--- src/rtl/axi4_ram_bridge.sv ---
// axi4_ram_bridge: AXI4 slave with one transaction in flight, turning FIXED/INCR
// bursts into single-word RAMHelper reads and masked writes (64-bit data path).
module axi4_ram_bridge #(
  parameter int unsigned ID_W      = 4,
  parameter int unsigned ADDR_W    = 32,
  parameter logic [63:0] MEM_BASE  = 64'h0000_0000_8000_0000,
  parameter logic [63:0] MEM_WORDS = 64'd201326592
) (
  input  logic              clk,
  input  logic              rst_n,
  input  logic              aw_valid,
  output logic              aw_ready,
  input  logic [ID_W-1:0]   aw_id,
  input  logic [ADDR_W-1:0] aw_addr,
  input  logic [7:0]        aw_len,
  input  logic [2:0]        aw_size,
  input  logic [1:0]        aw_burst,
  input  logic              w_valid,
  output logic              w_ready,
  input  logic [63:0]       w_data,
  input  logic [7:0]        w_strb,
  input  logic              w_last,
  output logic              b_valid,
  input  logic              b_ready,
  output logic [ID_W-1:0]   b_id,
  output logic [1:0]        b_resp,
  input  logic              ar_valid,
  output logic              ar_ready,
  input  logic [ID_W-1:0]   ar_id,
  input  logic [ADDR_W-1:0] ar_addr,
  input  logic [7:0]        ar_len,
  input  logic [2:0]        ar_size,
  input  logic [1:0]        ar_burst,
  output logic              r_valid,
  input  logic              r_ready,
  output logic [ID_W-1:0]   r_id,
  output logic [63:0]       r_data,
  output logic [1:0]        r_resp,
  output logic              r_last,
  output logic              ram_en,
  output logic [63:0]       ram_rIdx,
  input  logic [63:0]       ram_rdata,
  output logic [63:0]       ram_wIdx,
  output logic [63:0]       ram_wdata,
  output logic [63:0]       ram_wmask,
  output logic              ram_wen
);

  localparam logic [1:0] RESP_OKAY   = 2'b00;
  localparam logic [1:0] RESP_SLVERR = 2'b10;
  localparam logic [1:0] BURST_FIXED = 2'b00;

  typedef enum logic [1:0] {S_IDLE, S_RD, S_WR, S_WRESP} state_t;

  state_t          state_reg, state_next;
  logic            prio_wr_reg;   // 0: read wins a tie, 1: write wins a tie
  logic [ID_W-1:0] id_reg;
  logic [63:0]     idx_reg;
  logic [7:0]      len_reg;
  logic [7:0]      cnt_reg;
  logic            fixed_reg;
  logic            err_reg;
  logic [63:0]     r_data_reg;
  logic [1:0]      r_resp_reg;
  logic            r_last_reg;

  logic        grant_rd, grant_wr;
  logic        ar_hs, aw_hs, r_hs, w_hs, b_hs;
  logic [63:0] ar_idx, aw_idx, step_idx, load_idx;
  logic        rd_load, load_oor, wr_oor, last_beat;
  logic [63:0] strb_mask;
  logic        unused_ok;

  // Word index relative to the RAM base; the subtraction wraps in 64 bits so
  // addresses below the base land far out of range.
  assign ar_idx   = (64'(ar_addr) - MEM_BASE) >> 3;
  assign aw_idx   = (64'(aw_addr) - MEM_BASE) >> 3;
  assign step_idx = fixed_reg ? idx_reg : idx_reg + 64'd1;

  // Arbitration is only meaningful in IDLE; a tie goes to the priority side.
  assign grant_rd = (state_reg == S_IDLE) && ar_valid && (!aw_valid || !prio_wr_reg);
  assign grant_wr = (state_reg == S_IDLE) && aw_valid && !grant_rd;

  // Handshakes derived from state so the output decode never feeds back on itself.
  assign ar_hs = grant_rd;
  assign aw_hs = grant_wr;
  assign r_hs  = (state_reg == S_RD) && r_ready;
  assign w_hs  = (state_reg == S_WR) && w_valid;
  assign b_hs  = (state_reg == S_WRESP) && b_ready;

  // A RAM read is issued on the AR handshake and on every non-final R handshake.
  assign rd_load   = ar_hs || (r_hs && !r_last_reg);
  assign load_idx  = ar_hs ? ar_idx : step_idx;
  assign load_oor  = (load_idx >= MEM_WORDS);
  assign wr_oor    = (idx_reg >= MEM_WORDS);
  assign last_beat = (cnt_reg == len_reg);

  generate
    for (genvar gi = 0; gi < 8; gi++) begin : g_strb
      assign strb_mask[gi*8 +: 8] = {8{w_strb[gi]}};
    end
  endgenerate

  // Transfer size is fixed at 8 bytes, so the size fields carry no information.
  assign unused_ok = ^{aw_size, ar_size};

  // State register.
  always_ff @(posedge clk or negedge rst_n) begin
    if (!rst_n) state_reg <= S_IDLE;
    else        state_reg <= state_next;
  end

  // Next-state logic: the beat counter, not w_last, ends a write burst.
  always_comb begin
    state_next = state_reg;
    case (state_reg)
      S_IDLE:  if (grant_rd) state_next = S_RD;
               else if (grant_wr) state_next = S_WR;
      S_RD:    if (r_hs && r_last_reg) state_next = S_IDLE;
      S_WR:    if (w_hs && last_beat) state_next = S_WRESP;
      S_WRESP: if (b_hs) state_next = S_IDLE;
      default: state_next = S_IDLE;
    endcase
  end

  // Output decode: channel handshakes and RAMHelper strobes (index buses idle at 0).
  always_comb begin
    ar_ready  = grant_rd;
    aw_ready  = grant_wr;
    r_valid   = (state_reg == S_RD);
    w_ready   = (state_reg == S_WR);
    b_valid   = (state_reg == S_WRESP);
    ram_en    = (rd_load && !load_oor) || (w_hs && !wr_oor);
    ram_rIdx  = (rd_load && !load_oor) ? load_idx : 64'd0;
    ram_wen   = w_hs && !wr_oor;
    ram_wIdx  = 64'd0;
    ram_wdata = 64'd0;
    ram_wmask = 64'd0;
    if (w_hs && !wr_oor) begin
      ram_wIdx  = idx_reg;
      ram_wdata = w_data;
      ram_wmask = strb_mask;
    end
  end

  assign r_id   = id_reg;
  assign b_id   = id_reg;
  assign r_data = r_data_reg;
  assign r_resp = r_resp_reg;
  assign r_last = r_last_reg;
  assign b_resp = err_reg ? RESP_SLVERR : RESP_OKAY;

  // Burst context: capture on address handshake, advance index/count per beat.
  always_ff @(posedge clk or negedge rst_n) begin
    if (!rst_n) begin
      prio_wr_reg <= 1'b0;
      id_reg      <= '0;
      idx_reg     <= 64'd0;
      len_reg     <= 8'd0;
      cnt_reg     <= 8'd0;
      fixed_reg   <= 1'b0;
      err_reg     <= 1'b0;
    end else begin
      if ((state_reg == S_IDLE) && ar_valid && aw_valid)
        prio_wr_reg <= !prio_wr_reg;
      if (ar_hs) begin
        id_reg    <= ar_id;
        idx_reg   <= ar_idx;
        len_reg   <= ar_len;
        cnt_reg   <= 8'd0;
        fixed_reg <= (ar_burst == BURST_FIXED);
      end else if (aw_hs) begin
        id_reg    <= aw_id;
        idx_reg   <= aw_idx;
        len_reg   <= aw_len;
        cnt_reg   <= 8'd0;
        fixed_reg <= (aw_burst == BURST_FIXED);
      end else if ((r_hs && !r_last_reg) || w_hs) begin
        idx_reg <= step_idx;
        cnt_reg <= cnt_reg + 8'd1;
      end
      if (aw_hs)
        err_reg <= 1'b0;
      else if (w_hs)
        err_reg <= err_reg | wr_oor | (w_last != last_beat);
      else if (b_hs)
        err_reg <= 1'b0;
    end
  end

  // Read beat register: holds the presented beat until the master takes it.
  always_ff @(posedge clk or negedge rst_n) begin
    if (!rst_n) begin
      r_data_reg <= 64'd0;
      r_resp_reg <= RESP_OKAY;
      r_last_reg <= 1'b0;
    end else if (rd_load) begin
      r_data_reg <= load_oor ? 64'd0 : ram_rdata;
      r_resp_reg <= load_oor ? RESP_SLVERR : RESP_OKAY;
      r_last_reg <= ar_hs ? (ar_len == 8'd0) : ((cnt_reg + 8'd1) == len_reg);
    end
  end

endmodule

--- config.mk ---
export PLATFORM = sky130hd
export DESIGN_NAME = axi4_ram_bridge
export DESIGN_NICKNAME = d
export VERILOG_FILES = /design/src/rtl/axi4_ram_bridge.sv
export SDC_FILE = /design/constraint.sdc
export NUM_CORES = 1
export LEC_CHECK = 0
export ABC_AREA = 1
export CORE_AREA = 2 2 228 230
export DETAILED_ROUTE_END_ITERATION = 12
export DIE_AREA = 0 0 230 232
export PLACE_DENSITY = 0.49
export SLEW_MARGIN = 40
export SYNTH_ARGS = -nofsm -noshare
export SYNTH_HDL_FRONTEND = slang
export SYNTH_SLANG_ARGS = --single-unit
--- constraint.sdc ---
create_clock -name clk -period 7.4 [get_ports clk]
set_input_delay 0.74 -clock clk [delete_from_list [all_inputs] [get_ports clk]]
set_output_delay 0.74 -clock clk [all_outputs]
set_load 0.05 [all_outputs]
==> key figures <==
Logic synthesis
  – Seq cells post-synth: 155
  – Synth cell types: 46
  – Register area share after synthesis: 0.329
  – Synth warn: 0
  – Yosys top cell by area: dfrtp_1
  – Synthesized area: 11,800 sq um
  – Avg Cell Area, Syn: 6.56 sq um
  – Post-synth top area share: 0.329
  – Number of synthesized flops with an enable pin: 0
  – Fraction of registers with async set/reset: 1.00
  – Synth area leaders: dfrtp_1, nand2_1, buf_4, nor2_1, nand3_1
  – Main synth FF type: dfrtp_1
  – Cells after Synth: 1,796

STA
  – Final Hold Viols: 0
  – Final Max Tran Viols: 0
  – Fin crit share: 0.717
  – Setup TNS: 0 ns
  – Worst slew margin: 0.449
  – Clk_skew: 0.0166 ns
  – Max Clock Freq: 188 MHz
  – Fin worst setup slack: 2.09 ns
  – Worst slew pin tran: 0.826 ns
  – Post-layout min period: 5.31 ns
  – # setup viols final: 0
  – Setup repair after global routing missed its margin: false

Critical path
  – FF-to-FF End: r_data[23]
  – Worst R2R Path Depth: 16
  – Worst EP arrival: 4.57 ns
  – Setup CP Type: reg2out
  – Startpoint Class: flip-flop
  – Critical path endpoint category: primary output
  – R2R Path Start: fixed_reg
  – R2R setup slack: 3.62 ns
  – Worst-path fanout max: 40
  – WP data required: 6.66 ns

Clocking
  – Hold Buf Count CTS: 0
  – H-tree depth: 4
  – Number of setup buffers added after CTS: 0
  – # clock sinks: 155
  – CTS resizes: 0
  – Clock transition at the registers of the reported paths: 0.07 ns
  – CTS tree: yes
  – Clock Latency Late Sink: 0.49 ns
  – CTS Buffer Depth: 2
  – TritonCTS buffer count: 17
  – Root Driver: clkbuf_16

Place
  – Placed cell count: 2,848
  – Routability cong.: 0.934
  – DP Worst Slack: 2.51 ns
  – Hpwl dp: 43,000 um
  – Port Buf Inserts: 495

Power and ir drop
  – Int Pwr: 0.00241 W
  – PwrDens: 270 nW/um^2
  – Clk pwr share: 0.217
  – Sw Ratio: 0.483
  – IR Drop Worst-Case VDD: 0.194 mV
  – Switching Power: 0.00226 W
  – Power share of the combinational group: 0.495
  – Pleak: 7.94 nW
  – Sequential share of power: 0.288

Final layout
  – Final non-filler cell total: 2,885
  – Fillcell total: 5,494
  – Layout cells sized above 1: 0.0459
  – Final nets: 2,433
  – Synth-to-Final Area Change: 47.0%
  – Leading cell types in the layout, fill and taps excluded: clkdlybuf4s50_1, nand2_1, nor2_1
  – Commonest non-fill, non-tap cell in the layout: clkdlybuf4s50_1

Run
  – Max-Cap Viols: 0

Global routing
  – Met1 usage: 0.213
  – First-pass GRT wire length: 80,400 um
  – Global Route Usage Sum: 0.202
  – Met3 Usage GRT: 0.0521
  – Grt peak-use layer: met2
  – Remaining Overflow, GRT: 0
  – GRT met2 Usage: 0.371
  – Pin count of the biggest net entering global routing: 92
  – Initial antenna violation count: 6
  – Via count of the first global-routing pass: 12,900

Detailed routing
  – 1st-pass router iterations: 5
  – Total Wirelength: 54,900 um
  – Avg Vias per Cell: 4.48
  – Wire length per cell: 19.0 um
  – Vias: 12,900
  – Residual DRC count: 0
  – DRT iter0 DRCs: 879
  – DRT antenna net count: 0

Floorplan
  – Die area: 53,400 sq um
  – Ports: 582
  – Initial Utilization: 0.232
  – Rows: 83
  – Die Width: 230 um
  – Placeable core area: 50,900 sq um
  – Die Span Y: 232 um

Worst hold path
  – Hold Crit Class: in2async

Outcome
  – Status: finished clean
kinds of logic (layout without fill, tap and decap cells):
kind of cell	after synthesis	after routing	synth area share
and+or+nand+nor	1023	1023	0.366
buffers and inverters	421	753	0.185
DFF	155	155	0.329
AOI/OAI and AO/OA	148	148	0.0835
xor gates and xnor gates	45	45	0.0334
adders and majority gates	3	3	0.00319
other	1	78	0.000318
power groups by stage:
stage	Clock (W)	Sequential (W)	Combinational [W]
2_1_floorplan	0	0.00131	0.00160
3_3_place_gp	0	0.00135	0.00230
3_5_place_dp	0	0.00136	0.00231
4_1_cts	0.00104	0.00134	0.00232
5_1_grt	0.00108	0.00138	0.00257
6_report	0.00101	0.00135	0.00231
synth_stat cells (all sizes together), types with 4 or more instances:
master,number
nand2,484
nor2,298
inv,207
nand3,187
buf,166
dfrtp,155
clkbuf,47
o21ai,37
xor2,37
o211ai,28
nand4,27
a21oi,24
a221oi,13
nor3,13
a21boi,10
a2bb2oi,9
xnor2,8
o22ai,6
a22oi,5
nor4,4
or2,4
layout make-up:
class / instances / area [sq um] / share of cell area
Clock buffer: 18 / 439 / 0.0253
Antenna cell: 4 / 10.0 / 0.000578
Inverter: 208 / 785 / 0.0453
Tap cell: 680 / 851 / 0.0491
Sequential cell: 155 / 3880 / 0.224
Clock inverter: 14 / 206 / 0.0119
Multi-Input combinational cell: 1293 / 6030 / 0.348
Timing Repair Buffer: 513 / 5120 / 0.296
how the worst max path moves through the flow:
stage                            start       endpoint  slack, ns  depth (start not counted)
after global placement        aw_valid   ram_rIdx[18]       2.52                         15
after floorplan           state_reg[0]  ram_wmask[10]       2.92                          9
after CTS                    fixed_reg   ram_rIdx[18]       2.02                         17
after global routing         fixed_reg    ram_rIdx[4]       1.77                         17
after detailed placement      aw_valid   ram_rIdx[18]       2.51                         15
final                        fixed_reg   ram_rIdx[18]       2.09                         17
routing by layer:
metal	part of all wire	routed length (um)
met2	0.52	28300
met4	0.055	3050
met3	0.068	3730
met5	0.00024	13
met1	0.36	19800
critical path, stage by stage (launching register included):
cell and delay [ns]:
dfrtp_1 0.39, inv_2 0.59, nand2_2 0.19, nor2_4 0.18
nand3_2 0.16, nor2_4 0.26, nand2_1 0.13, xor2_1 0.20
nand2_1 0.08, nand2_1 0.09, nand3_1 0.08, nor2_1 0.09
nand2_1 0.09, nor2_4 0.16, nand2_1 0.07, buf_4 0.24
nor2_1 0.17, clkdlybuf4s50_1 0.85
through the flow:
| step | hold WS (ns) | utilization | instance area, sq um | power (W) |
|---|---|---|---|---|
| final | 0.0809 | 0.340 | 17300 | 0.00467 |
| after global routing | 0.0682 | 0.340 | 17300 | 0.00503 |
| after CTS | 0.294 | 0.340 | 17300 | 0.00470 |
| after detailed placement | 0.464 | 0.327 | 16600 | 0.00367 |
| after global placement | 0.461 | 0.327 | 16600 | 0.00365 |
| after floorplan | 0.444 | - | 12100 | 0.00291 |
Note: power is estimated with default switching activity, not from simulation.
==> variant: new RTL, same flow settings <==
The 4 states of `state_t` get a one-hot encoding in 4 bits.
--- a/src/rtl/axi4_ram_bridge.sv
+++ b/src/rtl/axi4_ram_bridge.sv
@@ -50,7 +50,7 @@
   localparam logic [1:0] RESP_SLVERR = 2'b10;
   localparam logic [1:0] BURST_FIXED = 2'b00;
 
-  typedef enum logic [1:0] {S_IDLE, S_RD, S_WR, S_WRESP} state_t;
+  typedef enum logic [3:0] {S_IDLE = 4'b0001, S_RD = 4'b0010, S_WR = 4'b0100, S_WRESP = 4'b1000} state_t;
 
   state_t          state_reg, state_next;
   logic            prio_wr_reg;   // 0: read wins a tie, 1: write wins a tie
Check against the original RTL: same outputs for any inputs over 4 cycles, from zero or initial values and one cycle with rst_n low; so few cycles prove little.
==> variant against the original RTL <==
  * Setup slack improved by 0.18 ns
  * Maximum frequency increased by 3.5%
  * Count of clock-buffer cells in the layout unchanged
  * Sequential cell count increased by 2
  * Clock skew decreased by 0.0020 ns
  * Area after synthesis increased by 0.76%
  * Cell area increased by 0.14%
  * Routed wire length decreased by 3.5%
  * Global-route usage decreased by 0.66 points
  * Total power decreased by 2.2%
==> variant: results (changes against the original RTL) <==
GRT
  – Initial antenna violation count: 2 (was 6)
  – Vias in the first global route: 13.0k (was 12.9k)
  – First-pass GRT wire length: 78900 um (was 80400 um)
  – GRT met2 Usage: 0.341 (was 0.371)
  – M1 GR Usage: 0.217 (was 0.213)
  – Total GRT Usage: 0.195 (was 0.202)

Synth
  – Sequential area share after synthesis: 0.331 (was 0.329)
  – Synth unique cells: 49 (was 46)
  – Commonest cells post-synth: nand2_1 (441), nor2_1 (272), inv_1 (208), nand3_1 (177), dfrtp_1 (156) (was nand2_1 (480), nor2_1 (270), inv_1 (201), nand3_1 (184), dfrtp_1 (155))
  – Main area contributors after synthesis: dfrtp_1 (33%), nand2_1 (14%), buf_4 (9.3%), nor2_1 (8.6%), nand3_1 (7.5%) (was dfrtp_1 (33%), nand2_1 (15%), buf_4 (9.0%), nor2_1 (8.6%), nand3_1 (7.8%))
  – Ys Warns: 0 (unchanged)

Placed design
  – GP Congestion: 0.890 (was 0.934)

Power and ir drop
  – Power per standard cell area: 263 nW/um^2 (was 270 nW/um^2)
  – Leakage power: 7.86 nW (was 7.94 nW)
  – Maximum vdd drop: 0.231 mV (was 0.194 mV)

Drt
  – Vias per inst: 4.54 (was 4.48)
  – Drt wl/cell: 18.4 um (was 19.0 um)
  – First DRT Iteration DRCs: 759 (was 879)

Critical path
  – Critical path data arrival time: 4.39 ns (was 4.57 ns)
  – Reg2Reg Depth: 15 (was 16)
  – CP max FO: 17 (was 40)

Cells and area
  – Layout cell share with drive strength beyond 1: 0.0541 (was 0.0459)
  – Number of nets in the layout: 2431 (was 2433)

Outcome
  – Status: finished clean (unchanged)

STA
  – Setup Skew: 0.0147 ns (was 0.0166 ns)
-- variant: metal layers --
| layer | up-vias | routed length, um |
|---|---|---|
| met5 | - | 0 |
| met4 | 0 | 2750 |
| met3 | 91 | 3290 |
| met2 | 494 | 26600 |
| met1 | 6198 | 20400 |
| li1 | 6281 | - |
-- variant: metrics by stage --
stage               hold slack [ns]  instances   util  setup WS (ns)  area (um^2)
finish                        0.278       2880  0.341           2.27        17400
global route                  0.328       2879  0.341           2.03        17300
CTS                           0.293       2878  0.341           2.22        17300
detailed placement            0.464       2847  0.328           2.36        16700
global placement              0.462       2847  0.328           2.04        16700
floorplan                     0.444       1870      -           2.91        12200
-- variant: logic make-up after synthesis --
family	Yosys count	share of synthesized area
adders and majority gates	3	0.00316
xor gates and xnor gates	48	0.0354
and+or+nand+nor	986	0.353
AOI/OAI and AO/OA	168	0.0899
other	1	0.000316
DFF	157	0.331
muxes	5	0.00421
buffers and inverters	429	0.183
-- variant: layout make-up --
cell class	count	area, um^2
diodes	2	5.00
flip-flops and latches	157	3930
repair buffers	508	5020
clock buffers	18	439
multi-input cells	1284	6070
fillers	5534	33500
inverters	218	823
well taps	680	851
clock inverters	13	214
-- variant: path summary, 6_finish.rpt --
kind / start / slack [ns] / endpoint
max: idx_reg[0]$_DFFE_PN0P_ / 2.27 / ram_rIdx[12]
min: rst_n / 0.28 / r_data[8]$_DFFE_PN0N_
max reg2reg: state_reg[2]$_DFFE_PN0P_ / 3.60 / idx_reg[8]$_DFFE_PN0P_
min reg2reg: r_data[43]$_DFFE_PN0N_ / 0.48 / r_data[43]$_DFFE_PN0N_
max in group asynchronous: rst_n / 5.93 / idx_reg[0]$_DFFE_PN0P_
min in group clk: r_data[43]$_DFFE_PN0N_ / 0.48 / r_data[43]$_DFFE_PN0N_
